[config.mk]
export PLATFORM = sky130hd
export DESIGN_NAME = branch_resolve_queue
export DESIGN_NICKNAME = d
export VERILOG_FILES = /design/src/rtl/branch_resolve_queue.sv
export SDC_FILE = /design/constraint.sdc
export NUM_CORES = 1
export LEC_CHECK = 0
export CAP_MARGIN = 20
export CORE_MARGIN = 1.5
export CORE_UTILIZATION = 25
export CTS_BUF_LIST = sky130_fd_sc_hd__clkbuf_4
export DETAILED_ROUTE_END_ITERATION = 10
export GPL_ROUTABILITY_DRIVEN = 0
export PLACE_DENSITY = 0.39
export REMOVE_ABC_BUFFERS = 1
export SLEW_MARGIN = 20
export SYNTH_ARGS = -nofsm -noshare
export SYNTH_HDL_FRONTEND = slang
export SYNTH_SLANG_ARGS = --single-unit
[constraint.sdc]
create_clock -name clk -period 6.2 [get_ports clk]
set_input_delay 0.62 -clock clk [delete_from_list [all_inputs] [get_ports clk]]
set_output_delay 0.62 -clock clk [all_outputs]
set_load 0.01 [all_outputs]
[src/rtl/branch_resolve_queue.sv]
// In-order branch resolution queue: holds predicted branches from fetch, compares them
// against execute outcomes, strobes predictor updates, and issues redirects with flush.
module branch_resolve_queue #(
    parameter int DEPTH  = 4,
    parameter int ADDR_W = 32,
    parameter int CNT_W  = 16
) (
    input  logic                     clk,
    input  logic                     rst,
    input  logic                     push,
    input  logic                     push_taken,
    input  logic [ADDR_W-1:0]        push_pc,
    input  logic [ADDR_W-1:0]        push_target,
    input  logic                     resolve,
    input  logic                     actual_taken,
    input  logic [ADDR_W-1:0]        actual_target,
    output logic                     full,
    output logic                     empty,
    output logic [$clog2(DEPTH):0]   count,
    output logic                     upd_valid,
    output logic                     misprediction,
    output logic                     redirect,
    output logic [ADDR_W-1:0]        redirect_pc,
    output logic [CNT_W-1:0]         branch_cnt,
    output logic [CNT_W-1:0]         mispred_cnt,
    output logic                     err_overflow,
    output logic                     err_underflow
);
    localparam int PTR_W = $clog2(DEPTH);

    typedef struct packed {
        logic              taken;
        logic [ADDR_W-1:0] pc;
        logic [ADDR_W-1:0] target;
    } entry_t;

    entry_t            mem [DEPTH];
    logic [PTR_W-1:0]  wr_ptr;
    logic [PTR_W-1:0]  rd_ptr;

    entry_t            head;
    logic              do_pop;
    logic              do_push;
    logic              dir_miss;
    logic              tgt_miss;
    logic              redir;
    logic              overflow;
    logic [ADDR_W-1:0] next_pc;

    assign full  = (count == (PTR_W+1)'(DEPTH));
    assign empty = (count == '0);

    always_comb begin
        head     = mem[rd_ptr];
        do_pop   = resolve & ~empty;
        dir_miss = head.taken != actual_taken;
        tgt_miss = head.taken & actual_taken & (head.target != actual_target);
        redir    = do_pop & (dir_miss | tgt_miss);
        next_pc  = actual_taken ? actual_target : head.pc + ADDR_W'(4);
        // A full queue can still take a push when a non-redirecting pop frees the head slot.
        do_push  = push & ~redir & (~full | do_pop);
        overflow = push & full & ~do_pop;
    end

    // NOTE: entry storage has no reset; occupancy is tracked by the pointers and count alone.
    always_ff @(posedge clk) begin
        if (do_push) begin
            mem[wr_ptr] <= '{taken: push_taken, pc: push_pc, target: push_target};
        end
    end

    always_ff @(posedge clk or negedge rst) begin
        if (!rst) begin
            wr_ptr <= '0;
            rd_ptr <= '0;
            count  <= '0;
        end else if (redir) begin
            // Everything younger than the mispredicted branch is wrong-path.
            rd_ptr <= wr_ptr;
            count  <= '0;
        end else begin
            if (do_push) wr_ptr <= wr_ptr + PTR_W'(1);
            if (do_pop)  rd_ptr <= rd_ptr + PTR_W'(1);
            count <= count + (PTR_W+1)'(do_push) - (PTR_W+1)'(do_pop);
        end
    end

    always_ff @(posedge clk or negedge rst) begin
        if (!rst) begin
            upd_valid     <= 1'b0;
            misprediction <= 1'b0;
            redirect      <= 1'b0;
            redirect_pc   <= '0;
            branch_cnt    <= '0;
            mispred_cnt   <= '0;
            err_overflow  <= 1'b0;
            err_underflow <= 1'b0;
        end else begin
            upd_valid     <= do_pop;
            misprediction <= do_pop & dir_miss;
            redirect      <= redir;
            if (redir) redirect_pc <= next_pc;
            if (do_pop && branch_cnt != '1) branch_cnt <= branch_cnt + CNT_W'(1);
            if (redir && mispred_cnt != '1) mispred_cnt <= mispred_cnt + CNT_W'(1);
            if (overflow) err_overflow <= 1'b1;
            if (resolve && empty) err_underflow <= 1'b1;
        end
    end
endmodule

==> summary.md, run 1 <==
Walking the worst path, the cells encountered are mux4_2 -> ha_1 -> nor3b_1 -> mux2i_1 -> a2111o_1 -> nor4_2 -> a211o_2 -> and2b_2 -> and2_4 -> buf_4. STA puts the critical path data arrival time at 4.86 ns. Category of the worst setup path launch point: a register. The die covers 57600 um^2. The CTS clock-pin slew for the worst setup and hold paths came out at 0.07 ns. Once layout is complete, the cells apart from fillers number 1898.

The area growth from synthesis to layout was 27.8%; the post-synthesis compound-gate area fraction was 2.07%. The count of input and output buffers was 175. For the worst clock skew, the log shows 0.0388 ns.

The number of levels in the clock H-tree was 3; the net switching share of the total power was 32.3%. Once detail routing completed, the nets flagged for antenna violations numbered 0. The detailed router finished its first iteration with 289 violations.

The number of buffers and inverters on the critical path works out to 1. Among all stages on the critical path, the largest delay is contributed by sky130_fd_sc_hd__dfrtp_4. For the total count of hold-check failures in the final report, the log shows 0. At the later pin of the worst-skew pair, clock insertion delay measures 0.80 ns. Summed over all cells, the static leakage comes to 6.39 nW.

In this design, the largest share of critical-path delay is due to simple AND/OR/NAND/NOR gates. Average instance area after synthesis: 17.3 um^2. The run gives 2.56 mW as the power spent charging and discharging nets. The largest total area in the synthesized netlist belongs to sky130_fd_sc_hd__edfxtp_1. For the achievable clock frequency, the log shows 0.227 GHz.

After detailed routing, the average wire length per cell comes to 20.2 um. The first global-routing pass estimated 56.3 mm of wire. The tools report the number of global-route vias before repair as 8490. Max-cap violations in this run came to 0. In this run the power density over the cells is 441 nW/um^2. The horizontal extent of the die is 240 um. The flow ran to the end, and the final reports show no timing, DRC or antenna violations.

Setup repair after global routing left no endpoint under its margin. The logs give 53 for the count of different cell masters after synthesis and 5.36 mW for the cell-internal power. Counting every sink on the clock net gives 336. The maximum buffer depth of the clock tree is 3, and the number of enable-type register cells in the synthesized netlist is 260. The sequential fraction of the synthesis area came out at 69.1%.

The delay of the slowest critical-path stage works out to 0.89 ns. The number of setup buffers added after CTS is 0. The type of the worst setup path was register to register. The share of post-route cells with drive strength above 1 works out to 20.6%.

The core region is 55300 um^2. Ranked by instance count, the synthesized netlist is headed by sky130_fd_sc_hd__edfxtp_1, sky130_fd_sc_hd__dfrtp_1, sky130_fd_sc_hd__xnor2_1, sky130_fd_sc_hd__nand2_1, sky130_fd_sc_hd__mux4_2. After legalization and detailed placement, the total HPWL measured 25.8 mm. The largest fanout of any net on the critical path is 36. STA classifies the critical path endpoint as a register. The number of storage elements in the synthesis netlist was 336. After Yosys synthesis, full adders, half adders and majority gates account for 0.944% of the synthesized area. Yosys instantiated no cell more often than sky130_fd_sc_hd__edfxtp_1. Of the total power, registers draw 41.6%. At the end of the flow the core is filled with cells to 32.5%. The number of vias in the routed layout was 8078; the vertical die dimension was 240 um. At the worst endpoint, the required time is 6.66 ns. The residual overflow from global routing is 0. The worst register-to-register path begins at rd_ptr[0]$_DFFE_PN0P_. The area fraction of the dominant cell type after synthesis was 55.6%; the combined area of all synthesized cells was 14000 um^2. The run gives 4 as the length of the first detailed-routing pass in iterations.

Counting flops with an async set or reset pin after synthesis yields a share of 22.6%. The share of total power in the clock network came out at 26.6%. In the final design database the tool counted 1183 nets. After Yosys synthesis, and, or, nand and nor cells account for 6.89% of the synthesized area. The run gives 25.4% as the starting utilization of the core area.

The post-synthesis share of cell area spent on xor and xnor gates is 5.55%. Entering global routing, the biggest net connects 76 pins. The clock tree root driver cell was sky130_fd_sc_hd__clkbuf_4.

The placement row count came out at 86. TritonCTS built the clock tree. The via density per instance works out to 4.26. After synthesis, the cell types taking the most area are sky130_fd_sc_hd__edfxtp_1, sky130_fd_sc_hd__dfrtp_1, sky130_fd_sc_hd__mux4_2. Of the available clock period, the critical path in the final layout requires 71.0%.

Subtracting the final worst setup slack from the clock period gives 4.40 ns. For the pin with the worst max-slew slack, the measured transition is 0.983 ns. After detailed placement, the design holds a cell count of 1721. Synthesis produced 812 cells.

The run gives 5 as the number of antenna violations at the first check in global routing. The logs give 176 for the total I/O pin count and 0 for the number of max-slew violations in the final report. The logic gate share of total power was 31.9%; the worst slew slack as a fraction of its limit was 33.9%.

Dominant combinational cell family by area after synthesis: multiplexers. For this run, design rule violations remaining after detail routing come to 0. Clock tree synthesis inserted a total of 95 buffers. Class of the most critical hold timing path: input port to asynchronous set/reset pin.

Overall routed net length: 38.4 mm. For this run, the leading register cell type out of synthesis is sky130_fd_sc_hd__edfxtp_1. The Yosys step of the flow raised 0 warnings. Launch point of the critical path: rd_ptr[0]$_DFFE_PN0P_. For the all-layer global routing usage, the log shows 13.6%. Measured against the total synthesized area, the mux share comes to 13.3%. Setup violations remaining at the end of the flow were counted as 0. IR analysis of the VDD net gives a maximum drop of 0.000187 V.
[worst reg2reg max path, cell delays in order (launching register included)]
cell                       delay [ns]
sky130_fd_sc_hd__dfrtp_4         0.89
sky130_fd_sc_hd__mux4_2          0.60
sky130_fd_sc_hd__ha_1            0.35
sky130_fd_sc_hd__nor3b_1         0.22
sky130_fd_sc_hd__mux2i_1         0.10
sky130_fd_sc_hd__a2111o_1        0.43
sky130_fd_sc_hd__nor4_2          0.21
sky130_fd_sc_hd__a211o_2         0.19
sky130_fd_sc_hd__and2b_2         0.21
sky130_fd_sc_hd__and2_4          0.51
sky130_fd_sc_hd__buf_4           0.36
[area by class of cell]
cell class	instances	area, um^2
repair buffers	192	1940
inverters	14	52.6
clock inverters	24	148
fillers	5532	37300
clock buffers	148	1110
multi-input cells	432	4050
flip-flops and latches	336	9710
diodes	4	10.0
well taps	748	936
[through the flow]
stage	power [mW]	setup TNS, ns	hold slack, ns	instance area [um^2]	worst slack (ns)
after global placement	5.95	0	0.449	16700	1.74
after floorplan	4.78	-292.59	0.324	13800	-1.13
after detailed placement	5.96	0	0.449	16700	1.71
final	7.92	0	0.331	18000	1.80
after global routing	8.45	0	0.257	18000	1.51
after CTS	8.13	0	0.226	17900	1.71
[sequential cells by signal, summed over array words and instances, names as in the netlist, 2 cells and up]
signal and cells:
mem 260, redirect_pc 32, branch_cnt 16, mispred_cnt 16, count 3, rd_ptr 2, wr_ptr 2
[power by group through the flow]
stage	Combinational (mW)	Sequential (mW)	Clock, mW
after floorplan	1.39	3.40	0
after global placement	2.60	3.35	0
after detailed placement	2.60	3.35	0
after CTS	2.61	3.31	2.21
after global routing	2.77	3.36	2.33
final	2.52	3.29	2.10
[repair_timing]
| item | CTS | global route |
|---|---|---|
| hold endpoints to repair | 27 | 0 |
| hold buffers | 1 | 0 |
| endpoints found under the setup margin | 0 | 0 |
| gates resized for setup | 0 | 0 |
[routing by layer]
metal / up-vias / global-route usage (%) / share of wire, %
met4: 6 / 4.63 / 2.4
met1: 4030 / 17.7 / 45
met3: 82 / 4.16 / 5.6
met5: - / 0 / 0.094
met2: 221 / 21.6 / 47
li1: 3739 / - / -
[final timing paths]
| kind | end | slack [ns] | cells after the start |
|---|---|---|---|
| max | mem[2][33]$_DFFE_PP_ | 1.80 | 10 |
| min | mispred_cnt[5]$_DFFE_PN0P_ | 0.33 | 2 |
| max reg2reg | mem[2][33]$_DFFE_PP_ | 1.80 | 10 |
| min reg2reg | err_underflow$_DFFE_PN0P_ | 0.46 | 1 |
| max in group asynchronous | rd_ptr[0]$_DFFE_PN0P_ | 4.73 | 3 |
| min in group clk | misprediction$_DFF_PN0_ | 0.38 | 3 |
[cells in the final DEF (no fill, tap or decap), types with 6 or more instances in the layout]
master	synthesis	final
sky130_fd_sc_hd__a21oi_1	7	7
sky130_fd_sc_hd__nand3_1	28	28
sky130_fd_sc_hd__clkdlybuf4s50_1	0	173
sky130_fd_sc_hd__clkinv_1	0	18
sky130_fd_sc_hd__clkbuf_4	1	148
sky130_fd_sc_hd__o21ai_0	28	28
sky130_fd_sc_hd__and2_1	12	8
sky130_fd_sc_hd__edfxtp_1	260	260
sky130_fd_sc_hd__nand4_1	19	19
sky130_fd_sc_hd__inv_1	13	13
sky130_fd_sc_hd__mux2i_1	27	27
sky130_fd_sc_hd__xnor2_1	63	63
sky130_fd_sc_hd__nor4_1	6	6
sky130_fd_sc_hd__mux4_2	43	43
sky130_fd_sc_hd__nor2_1	28	28
sky130_fd_sc_hd__mux4_1	21	21
sky130_fd_sc_hd__nor3_1	11	11
sky130_fd_sc_hd__xor2_1	26	26
sky130_fd_sc_hd__ha_1	9	9
sky130_fd_sc_hd__buf_4	6	12
sky130_fd_sc_hd__and3_1	6	6
sky130_fd_sc_hd__dfrtp_1	76	74
sky130_fd_sc_hd__nand2_1	50	50
[logic make-up (layout without fill, tap and decap cells)]
group,count (synthesis),in the layout
flops,336,336
simple gates,185,185
mux,98,98
buf+inv,44,378
compound gates,50,50
fa+ha+maj,10,10
other cells,0,4
xor+xnor,89,89
Note: power is estimated with default switching activity, not from simulation.
==> run 2: changes to the inputs <==
--- a/config.mk
+++ b/config.mk
@@ -11,7 +11,7 @@
 export CTS_BUF_LIST = sky130_fd_sc_hd__clkbuf_4
 export DETAILED_ROUTE_END_ITERATION = 10
 export GPL_ROUTABILITY_DRIVEN = 0
-export PLACE_DENSITY = 0.39
+export PLACE_DENSITY = 0.41
 export REMOVE_ABC_BUFFERS = 1
 export SLEW_MARGIN = 20
 export SYNTH_ARGS = -nofsm -noshare
==> constraint.sdc (replaced) <==
create_clock -name clk -period 3.9 [get_ports clk]
set_input_delay 0.39 -clock clk [delete_from_list [all_inputs] [get_ports clk]]
set_output_delay 0.39 -clock clk [all_outputs]
set_load 0.01 [all_outputs]
==> run 2 against run 1 <==
Compared with the run above: clock-buffer cell count up 4; sequential share of layout area down 0.56 points; register-to-register slack worse by 1.5 ns; hold slack worse by 0.17 ns; global-route usage about the same; power grew 60%; first-iteration DRC count increased by 83%; design area increased by 1.0%; clock skew increased by 0.023 ns; via count is 1.2% higher; largest power group unchanged.
==> summary.md, run 2 (synthesis gave the netlist of run 1 again) <==
The vertical die dimension is 240 um (unchanged). The residual overflow from global routing is 0 (unchanged), and the register share of total power is 39.8% (was 41.6%). Type of the worst setup path: register to register (unchanged).

The highest-delay cell along the critical path is sky130_fd_sc_hd__mux4_2 (was sky130_fd_sc_hd__dfrtp_4). The register with the most flip-flops was mem (unchanged). The number of nets in the layout is 1194 (was 1183), and the maximum number of pins on one net before global-route repair is 55 (was 76). The class of the most critical hold timing path is input port to register (was input port to asynchronous set/reset pin).

The total count of hold-check failures in the final report was 0 (unchanged). TritonCTS built the clock tree. Insertion delay to the later sink of the worst-skew pair: 0.81 ns (was 0.80 ns).

Endpoint arrival time on the critical path: 4.21 ns (was 4.86 ns). The tools report the number of maximum-capacitance constraint violations as 0 (unchanged). The total power consumption of the routed design came out at 12.7 mW (was 7.92 mW).

Global-route wire length before repair: 56.6 mm (was 56.3 mm). The horizontal extent of the die came out at 240 um (unchanged). Clock tree root driver cell: sky130_fd_sc_hd__clkbuf_4 (unchanged).

The placement row count is 86 (unchanged). Top library cells by usage in the layout, fill and taps aside: sky130_fd_sc_hd__edfxtp_1, sky130_fd_sc_hd__clkdlybuf4s50_1, sky130_fd_sc_hd__clkbuf_4 (unchanged). For the final standard cell count with taps included and fillers excluded, the log shows 1914 (was 1898). The beginning of the worst register-to-register path is rd_ptr[0]$_DFFE_PN0P_ (unchanged).

The endpoint kind of the worst setup timing path is a register (unchanged). Share of post-route cells with drive strength above 1: 21.8% (was 20.6%). The run gives 0.162 ns (was 0.331 ns) as the worst hold slack after final layout. The run gives 33.4% (was 33.9%) as the worst slew slack as a fraction of its limit. The fraction of the core area covered by cells at the end of the flow is 32.8% (was 32.5%).

Number of global-route vias before repair: 8691 (was 8490). The number of antenna violations at the first check in global routing is 8 (was 5), and the number of buffers and inverters on the critical path is 1 (unchanged). The tools report the worst clock skew as 0.0618 ns (was 0.0388 ns). Power spent charging and discharging nets: 4.10 mW (was 2.56 mW). Setup repair after global routing left no endpoint under its margin.

The logs give 3 (unchanged) for the number of levels in the clock H-tree and 3 (unchanged) for the maximum buffer depth of the clock tree. Final critical-path required period: 3.57 ns (was 4.40 ns). The delay of the slowest critical-path stage is 0.50 ns (was 0.89 ns).

The run gives 0.000247 V (was 0.000187 V) as the maximum VDD drop. The initial detailed-routing violation count is 529 (was 289), and the cell-internal power is 8.59 mW (was 5.36 mW). The instance count after placement with tap cells included is 1729 (was 1721), and the sink count of the clock tree is 336 (unchanged). The achievable clock frequency is 0.280 GHz (was 0.227 GHz), and the number of fill cells in the layout is 5525 (was 5532). The count of input and output buffers is 175 (unchanged). The capturing instance or port of the critical path is count[2]$_DFF_PN0_ (was mem[2][33]$_DFFE_PP_).

The CTS clock-pin slew for the worst setup and hold paths came out at 0.06 ns (was 0.07 ns). The final routed DRC violation total was 0 (unchanged); the number of max-slew violations in the final report was 0 (unchanged). Area growth from synthesis to layout: 29.2% (was 27.8%).

The run gives 38.1 mm (was 38.4 mm) as the overall routed net length. Registers with the highest flip-flop counts: mem: 260 flops, redirect_pc: 32 flops (unchanged). The average wire per cell in the routed design came out at 19.9 um (was 20.2 um).

The number of setup violations in the final report came out at 0 (unchanged). Category of the worst setup path launch point: a register (unchanged). Most common cell after layout, fill and taps aside: sky130_fd_sc_hd__edfxtp_1 (unchanged). Share of the clock period used by the worst path after layout: 91.5% (was 71.0%). The number of flip-flops under the largest register name came out at 260 (unchanged). The length of the first detailed-routing pass in iterations was 4 (unchanged). The tools report the starting utilization of the core area as 25.4% (unchanged).

The tools report the standard cell core area as 55300 um^2 (unchanged). The tools report the critical path data required time as 4.54 ns (was 6.66 ns). The depth of the most critical reg-to-reg path was 15 (was 10); the register-to-register setup slack was 0.33 ns (was 1.80 ns). Net switching share of the total power: 32.3% (about the same). The run gives 57600 um^2 (unchanged) as the total die area.

The slew of the pin with the lowest slew margin was 0.991 ns (was 0.983 ns); the logic gate share of total power was 33.7% (was 31.9%). The power per cell area is 699 nW/um^2 (was 441 nW/um^2). Terminus of the critical flop-to-flop path: count[2]$_DFF_PN0_ (was mem[2][33]$_DFFE_PP_). The share of total power in the clock network came out at 26.5% (was 26.6%). Kind of cell adding the most delay to the critical path: adder cells (was simple AND/OR/NAND/NOR gates). The largest fanout of any net on the critical path is 6 (was 36).

The launch point of the critical path is rd_ptr[0]$_DFFE_PN0P_ (unchanged). Cell Chain, Critical Path: mux4_2 -> ha_1 -> nor3b_1 -> mux2i_1 -> a2111o_1 -> nor4_2 -> a21oi_2 -> nor2b_1 -> mux2i_1 -> ha_1 -> inv_1 -> fa_1 -> xor2_1 -> xnor2_1 -> nor2_1 (was mux4_2 -> ha_1 -> nor3b_1 -> mux2i_1 -> a2111o_1 -> nor4_2 -> a211o_2 -> and2b_2 -> and2_4 -> buf_4). The tools report the all-layer global routing usage as 13.6% (about the same).

The run gives 25.6 mm (was 25.8 mm) as the half-perimeter wire length after detailed placement. Area used by multi-input combinational logic: 4060 um^2 (was 4050 um^2). The via density per instance was 4.27 (was 4.26); the sequential cell area was 9710 um^2 (unchanged). Leakage dissipation: 6.47 nW (was 6.39 nW). The flow ran to the end, and the final reports show no timing, DRC or antenna violations. The total I/O pin count is 176 (unchanged), and the antenna violation net count after detailed routing is 0 (unchanged). The path length in cells of the critical path was 15 (was 10); the number of vias in the routed layout was 8176 (was 8078).

The number of buffers created by CTS was 98 (was 95).
-- run 2: cell type report --
cell class / count / area share [%]
sequential: 336 / 53.5
timing repair buffer: 200 / 11.5
clock buffer: 152 / 6.29
clock inverter: 27 / 0.800
tap: 748 / 5.16
antenna: 5 / 0.0690
multi-input combinational: 432 / 22.4
inverter: 14 / 0.290
-- run 2: metal layers --
layer / vias up / GRT usage, % / share of wire, %
met5: - / 0 / 0.060
met4: 4 / 4.29 / 1.9
met3: 66 / 4.62 / 6.7
met2: 234 / 20.8 / 46
met1: 4096 / 18.1 / 46
li1: 3776 / - / -
-- run 2: stage by stage --
step	instance area, um^2	TNS (ns)	setup slack (ns)
final	18100	0	0.331
after global routing	18100	0	0.0325
after CTS	18100	0	0.226
after detailed placement	16800	0	0.243
after global placement	16800	0	0.233
after floorplan	13800	-975.47	-3.43
-- run 2: tightest hold or removal path, delay by kind of cell --
kind                     cells  cell delay (ns)
AND/OR/NAND/NOR              1             0.15
adder cells (fa/ha/maj)      1             0.23
buffers and inverters        1             0.12
-- run 2: worst min path at each step --
stage | startpoint | cells after the start | endpoint
2_1_floorplan | rst | 0 | branch_cnt[0]$_DFFE_PN0P_
3_3_place_gp | err_overflow$_DFFE_PN0P_ | 1 | err_overflow$_DFFE_PN0P_
3_5_place_dp | err_underflow$_DFFE_PN0P_ | 1 | err_underflow$_DFFE_PN0P_
4_1_cts | actual_taken | 3 | misprediction$_DFF_PN0_
5_1_grt | actual_taken | 3 | misprediction$_DFF_PN0_
6_report | actual_taken | 3 | misprediction$_DFF_PN0_
-- run 2: repair_timing --
item                                   CTS  global route
buffers inserted                         0             0
setup endpoints to repair                0             2
endpoints found under the hold margin   53             0
gates resized for setup                  0             2
hold buffers                             1             0
-- run 2: power groups by stage --
stage / sequential (mW) / combinational [mW] / clock, mW
floorplan: 5.40 / 2.21 / 0
global placement: 5.14 / 4.38 / 0
detailed placement: 5.14 / 4.38 / 0
CTS: 5.08 / 4.39 / 3.54
global route: 5.14 / 4.67 / 3.73
finish: 5.05 / 4.27 / 3.36
==> run 3: changes to the inputs <==
--- a/config.mk
+++ b/config.mk
@@ -11,7 +11,7 @@
 export CTS_BUF_LIST = sky130_fd_sc_hd__clkbuf_4
 export DETAILED_ROUTE_END_ITERATION = 10
 export GPL_ROUTABILITY_DRIVEN = 0
-export PLACE_DENSITY = 0.41
+export PLACE_DENSITY = 0.39
 export REMOVE_ABC_BUFFERS = 1
 export SLEW_MARGIN = 20
 export SYNTH_ARGS = -nofsm -noshare
==> constraint.sdc (replaced) <==
create_clock -name clk -period 3.6 [get_ports clk]
set_input_delay 0.36 -clock clk [delete_from_list [all_inputs] [get_ports clk]]
set_output_delay 0.36 -clock clk [all_outputs]
set_load 0.01 [all_outputs]
==> run 3 against run 2 <==
Compared with the run above: sequential share of layout area decreased by 2.6 points; clock skew down 0.0025 ns; via count rose by 1.8%; clock power rose by 7.1%; critical path depth fell by 4; register-to-register slack worse by 0.30 ns; clock-buffer cell count fell by 18; hold slack better by 0.013 ns; worst setup slack worse by 0.30 ns; critical endpoint is now mem[1][15]$_DFFE_PP_.
==> summary.md, run 3 (synthesis gave the netlist of run 1 again) <==
The number of maximum-capacitance constraint violations is 0 (unchanged). The logs give 27.0 mm (was 25.6 mm) for the half-perimeter wire length after detailed placement and 95 (was 98) for the number of buffers created by CTS. The tools report the endpoint kind of the worst setup timing path as a register (unchanged). Top library cells by usage in the layout, fill and taps aside: sky130_fd_sc_hd__edfxtp_1, sky130_fd_sc_hd__clkdlybuf4s50_1, sky130_fd_sc_hd__clkbuf_4 (unchanged). The overall routed net length is 41.3 mm (was 38.1 mm), and the area growth from synthesis to layout is 35.7% (was 29.2%). The share of post-route cells with drive strength above 1 was 24.8% (was 21.8%); the via density per instance was 4.24 (was 4.27). The met3 track demand over resource in global routing is 4.10% (was 4.62%), and the number of buffers and inverters on the critical path is 2 (was 1).

The all-layer global routing usage is 13.8% (was 13.6%), and the delay of the slowest critical-path stage is 0.54 ns (was 0.50 ns). The count of input and output buffers came out at 175 (unchanged). The largest fanout of any net on the critical path was 6 (unchanged).

Type of the worst setup path: register to register (unchanged). The logs give 3 (unchanged) for the maximum buffer depth of the clock tree and 57600 um^2 (unchanged) for the total die area. The logs give 4.12 ns (was 4.54 ns) for the critical path data required time and 56.8 mm (was 56.6 mm) for the global-route wire length before repair. For the standard cell core area, the log shows 55300 um^2 (unchanged). TritonCTS built the clock tree. The insertion delay to the later sink of the worst-skew pair is 0.83 ns (was 0.81 ns).

The share of the clock period used by the worst path after layout came out at 99.1% (was 91.5%). Number of flip-flops under the largest register name: 260 (unchanged). For the leakage dissipation, the log shows 6.89 nW (was 6.47 nW). The register with the most flip-flops is mem (unchanged).

The number of vias in the routed layout came out at 8323 (was 8176). The category of the worst setup path launch point was a register (unchanged). The tools report the length of the first detailed-routing pass in iterations as 4 (unchanged). The worst clock skew was 0.0593 ns (was 0.0618 ns); the power per cell area was 762 nW/um^2 (was 699 nW/um^2).

Class of the most critical hold timing path: input port to asynchronous set/reset pin (was input port to register). The tools report the maximum VDD drop as 0.000263 V (was 0.000247 V). The run gives 50 (was 55) as the maximum number of pins on one net before global-route repair. The number of levels in the clock H-tree was 3 (unchanged); the vertical die dimension was 240 um (unchanged). For the initial detailed-routing violation count, the log shows 488 (was 529). The layer with the highest usage after global routing was met2 (unchanged). The highest-delay cell along the critical path is sky130_fd_sc_hd__mux4_2 (unchanged). The number of nets in the layout was 1246 (was 1194); the average wire per cell in the routed design was 21.1 um (was 19.9 um).

The endpoint arrival time on the critical path is 4.09 ns (was 4.21 ns), and the total power consumption of the routed design is 14.5 mW (was 12.7 mW). For the sink count of the clock tree, the log shows 336 (unchanged). Cell Chain, Critical Path: mux4_2 -> ha_4 -> nor3_2 -> mux2i_1 -> a2111o_1 -> nor4_4 -> a211o_2 -> and2b_2 -> and2_4 -> buf_12 -> clkbuf_16 (was mux4_2 -> ha_1 -> nor3b_1 -> mux2i_1 -> a2111o_1 -> nor4_2 -> a21oi_2 -> nor2b_1 -> mux2i_1 -> ha_1 -> inv_1 -> fa_1 -> xor2_1 -> xnor2_1 -> nor2_1). The most common cell after layout, fill and taps aside was sky130_fd_sc_hd__edfxtp_1 (unchanged). The horizontal extent of the die is 240 um (unchanged), and the number of fill cells in the layout is 5458 (was 5525).

The logs give 17.8% (was 18.1%) for the global-route met1 utilization and 86 (unchanged) for the placement row count. Final critical-path required period: 3.57 ns (about the same). The run gives 8749 (was 8691) as the number of global-route vias before repair. For the residual overflow from global routing, the log shows 0 (unchanged). Number of setup violations in the final report: 0 (unchanged). The tools report the antenna violation net count after detailed routing as 0 (unchanged).

The total I/O pin count came out at 176 (unchanged). Setup repair after global routing could not meet its margin everywhere. The kind of cell adding the most delay to the critical path is simple AND/OR/NAND/NOR gates (was adder cells). The slew of the pin with the lowest slew margin came out at 0.934 ns (was 0.991 ns). For the starting utilization of the core area, the log shows 25.4% (unchanged). The worst slew slack as a fraction of its limit is 37.3% (was 33.4%). Number of antenna violations at the first check in global routing: 4 (was 8).

The CTS clock-pin slew for the worst setup and hold paths works out to 0.06 ns (about the same). For the number of max-slew violations in the final report, the log shows 0 (unchanged). The routing usage on met2 is 22.2% (was 20.8%), and the final routed DRC violation total is 0 (unchanged). Registers with the highest flip-flop counts: mem: 260 flops, redirect_pc: 32 flops (unchanged). For the fraction of the core area covered by cells at the end of the flow, the log shows 34.5% (was 32.8%). Clock tree root driver cell: sky130_fd_sc_hd__clkbuf_4 (unchanged). The run finished with clean final reports. For the total count of hold-check failures in the final report, the log shows 0 (unchanged). The achievable clock frequency is 0.280 GHz (about the same).
[run 3: per-stage QoR]
step / TNS (ns) / worst slack (ns) / hold WS (ns) / cell area, um^2 / std cells
2_1_floorplan: -1070.36 / -3.73 / 0.0644 / 13800 / 782
3_3_place_gp: -0.0154 / -0.0154 / 0.444 / 17100 / 1752
3_5_place_dp: 0 / 0.0313 / 0.450 / 17100 / 1752
4_1_cts: 0 / 0.0157 / 0.0627 / 18300 / 1929
5_1_grt: -11.52 / -0.124 / 0.114 / 19100 / 1961
6_report: 0 / 0.0314 / 0.176 / 19100 / 1962
[run 3: final cells by class]
class	count	area, um^2	area share [%]
Multi-Input combinational cell	432	4100	21.5
Tap cell	748	936	4.91
Sequential cell	336	9710	51.0
Antenna cell	2	5.00	0.0263
Timing Repair Buffer	255	2990	15.7
Clock inverter	41	253	1.33
Inverter	14	52.6	0.276
Clock buffer	134	1010	5.28
[run 3: path summary, 6_finish.rpt]
kind	to	slack, ns	start	cells past startpoint
min in group clk	mem[0][59]$_DFFE_PP_	0.18	push_pc[27]	1
max in group asynchronous	mispred_cnt[1]$_DFFE_PN0P_	2.61	rst	3
hold / removal	mispred_cnt[14]$_DFFE_PN0P_	0.18	rst	2
setup / recovery	mem[1][15]$_DFFE_PP_	0.03	rd_ptr[0]$_DFFE_PN0P_	11
hold reg to reg	err_underflow$_DFFE_PN0P_	0.46	err_underflow$_DFFE_PN0P_	1
setup reg to reg	mem[1][15]$_DFFE_PP_	0.03	rd_ptr[0]$_DFFE_PN0P_	11
[run 3: worst register-to-register path, delay by kind of cell (launching register included)]
kind | cells | cell delay (ns)
compound gates | 2 | 0.66
fa+ha+maj | 1 | 0.29
buf+inv | 2 | 0.33
flops | 1 | 0.45
mux | 2 | 0.64
simple gates | 4 | 0.90
[run 3: where the power goes]
| part | switching [mW] | internal, mW | leakage, nW |
|---|---|---|---|
| registers | 0.366 | 5.11 | 3.31 |
| clock network | 1.66 | 1.94 | 0.737 |
| logic | 2.68 | 2.76 | 2.84 |
| total | 4.70 | 9.81 | 6.89 |
[run 3: what timing repair did]
| action | CTS | global route |
|---|---|---|
| setup endpoints to repair | 0 | 254 |
| buffers inserted | 0 | 11 |
| resized for setup | 0 | 29 |
| endpoints found under the hold margin | 48 | 0 |
| hold buffers | 2 | 0 |
[run 3: per-layer routing]
layer	up-vias	share of wire, %
li1	3871	-
met1	4156	45
met2	237	48
met3	55	6.0
met4	4	1.5
met5	-	0.060
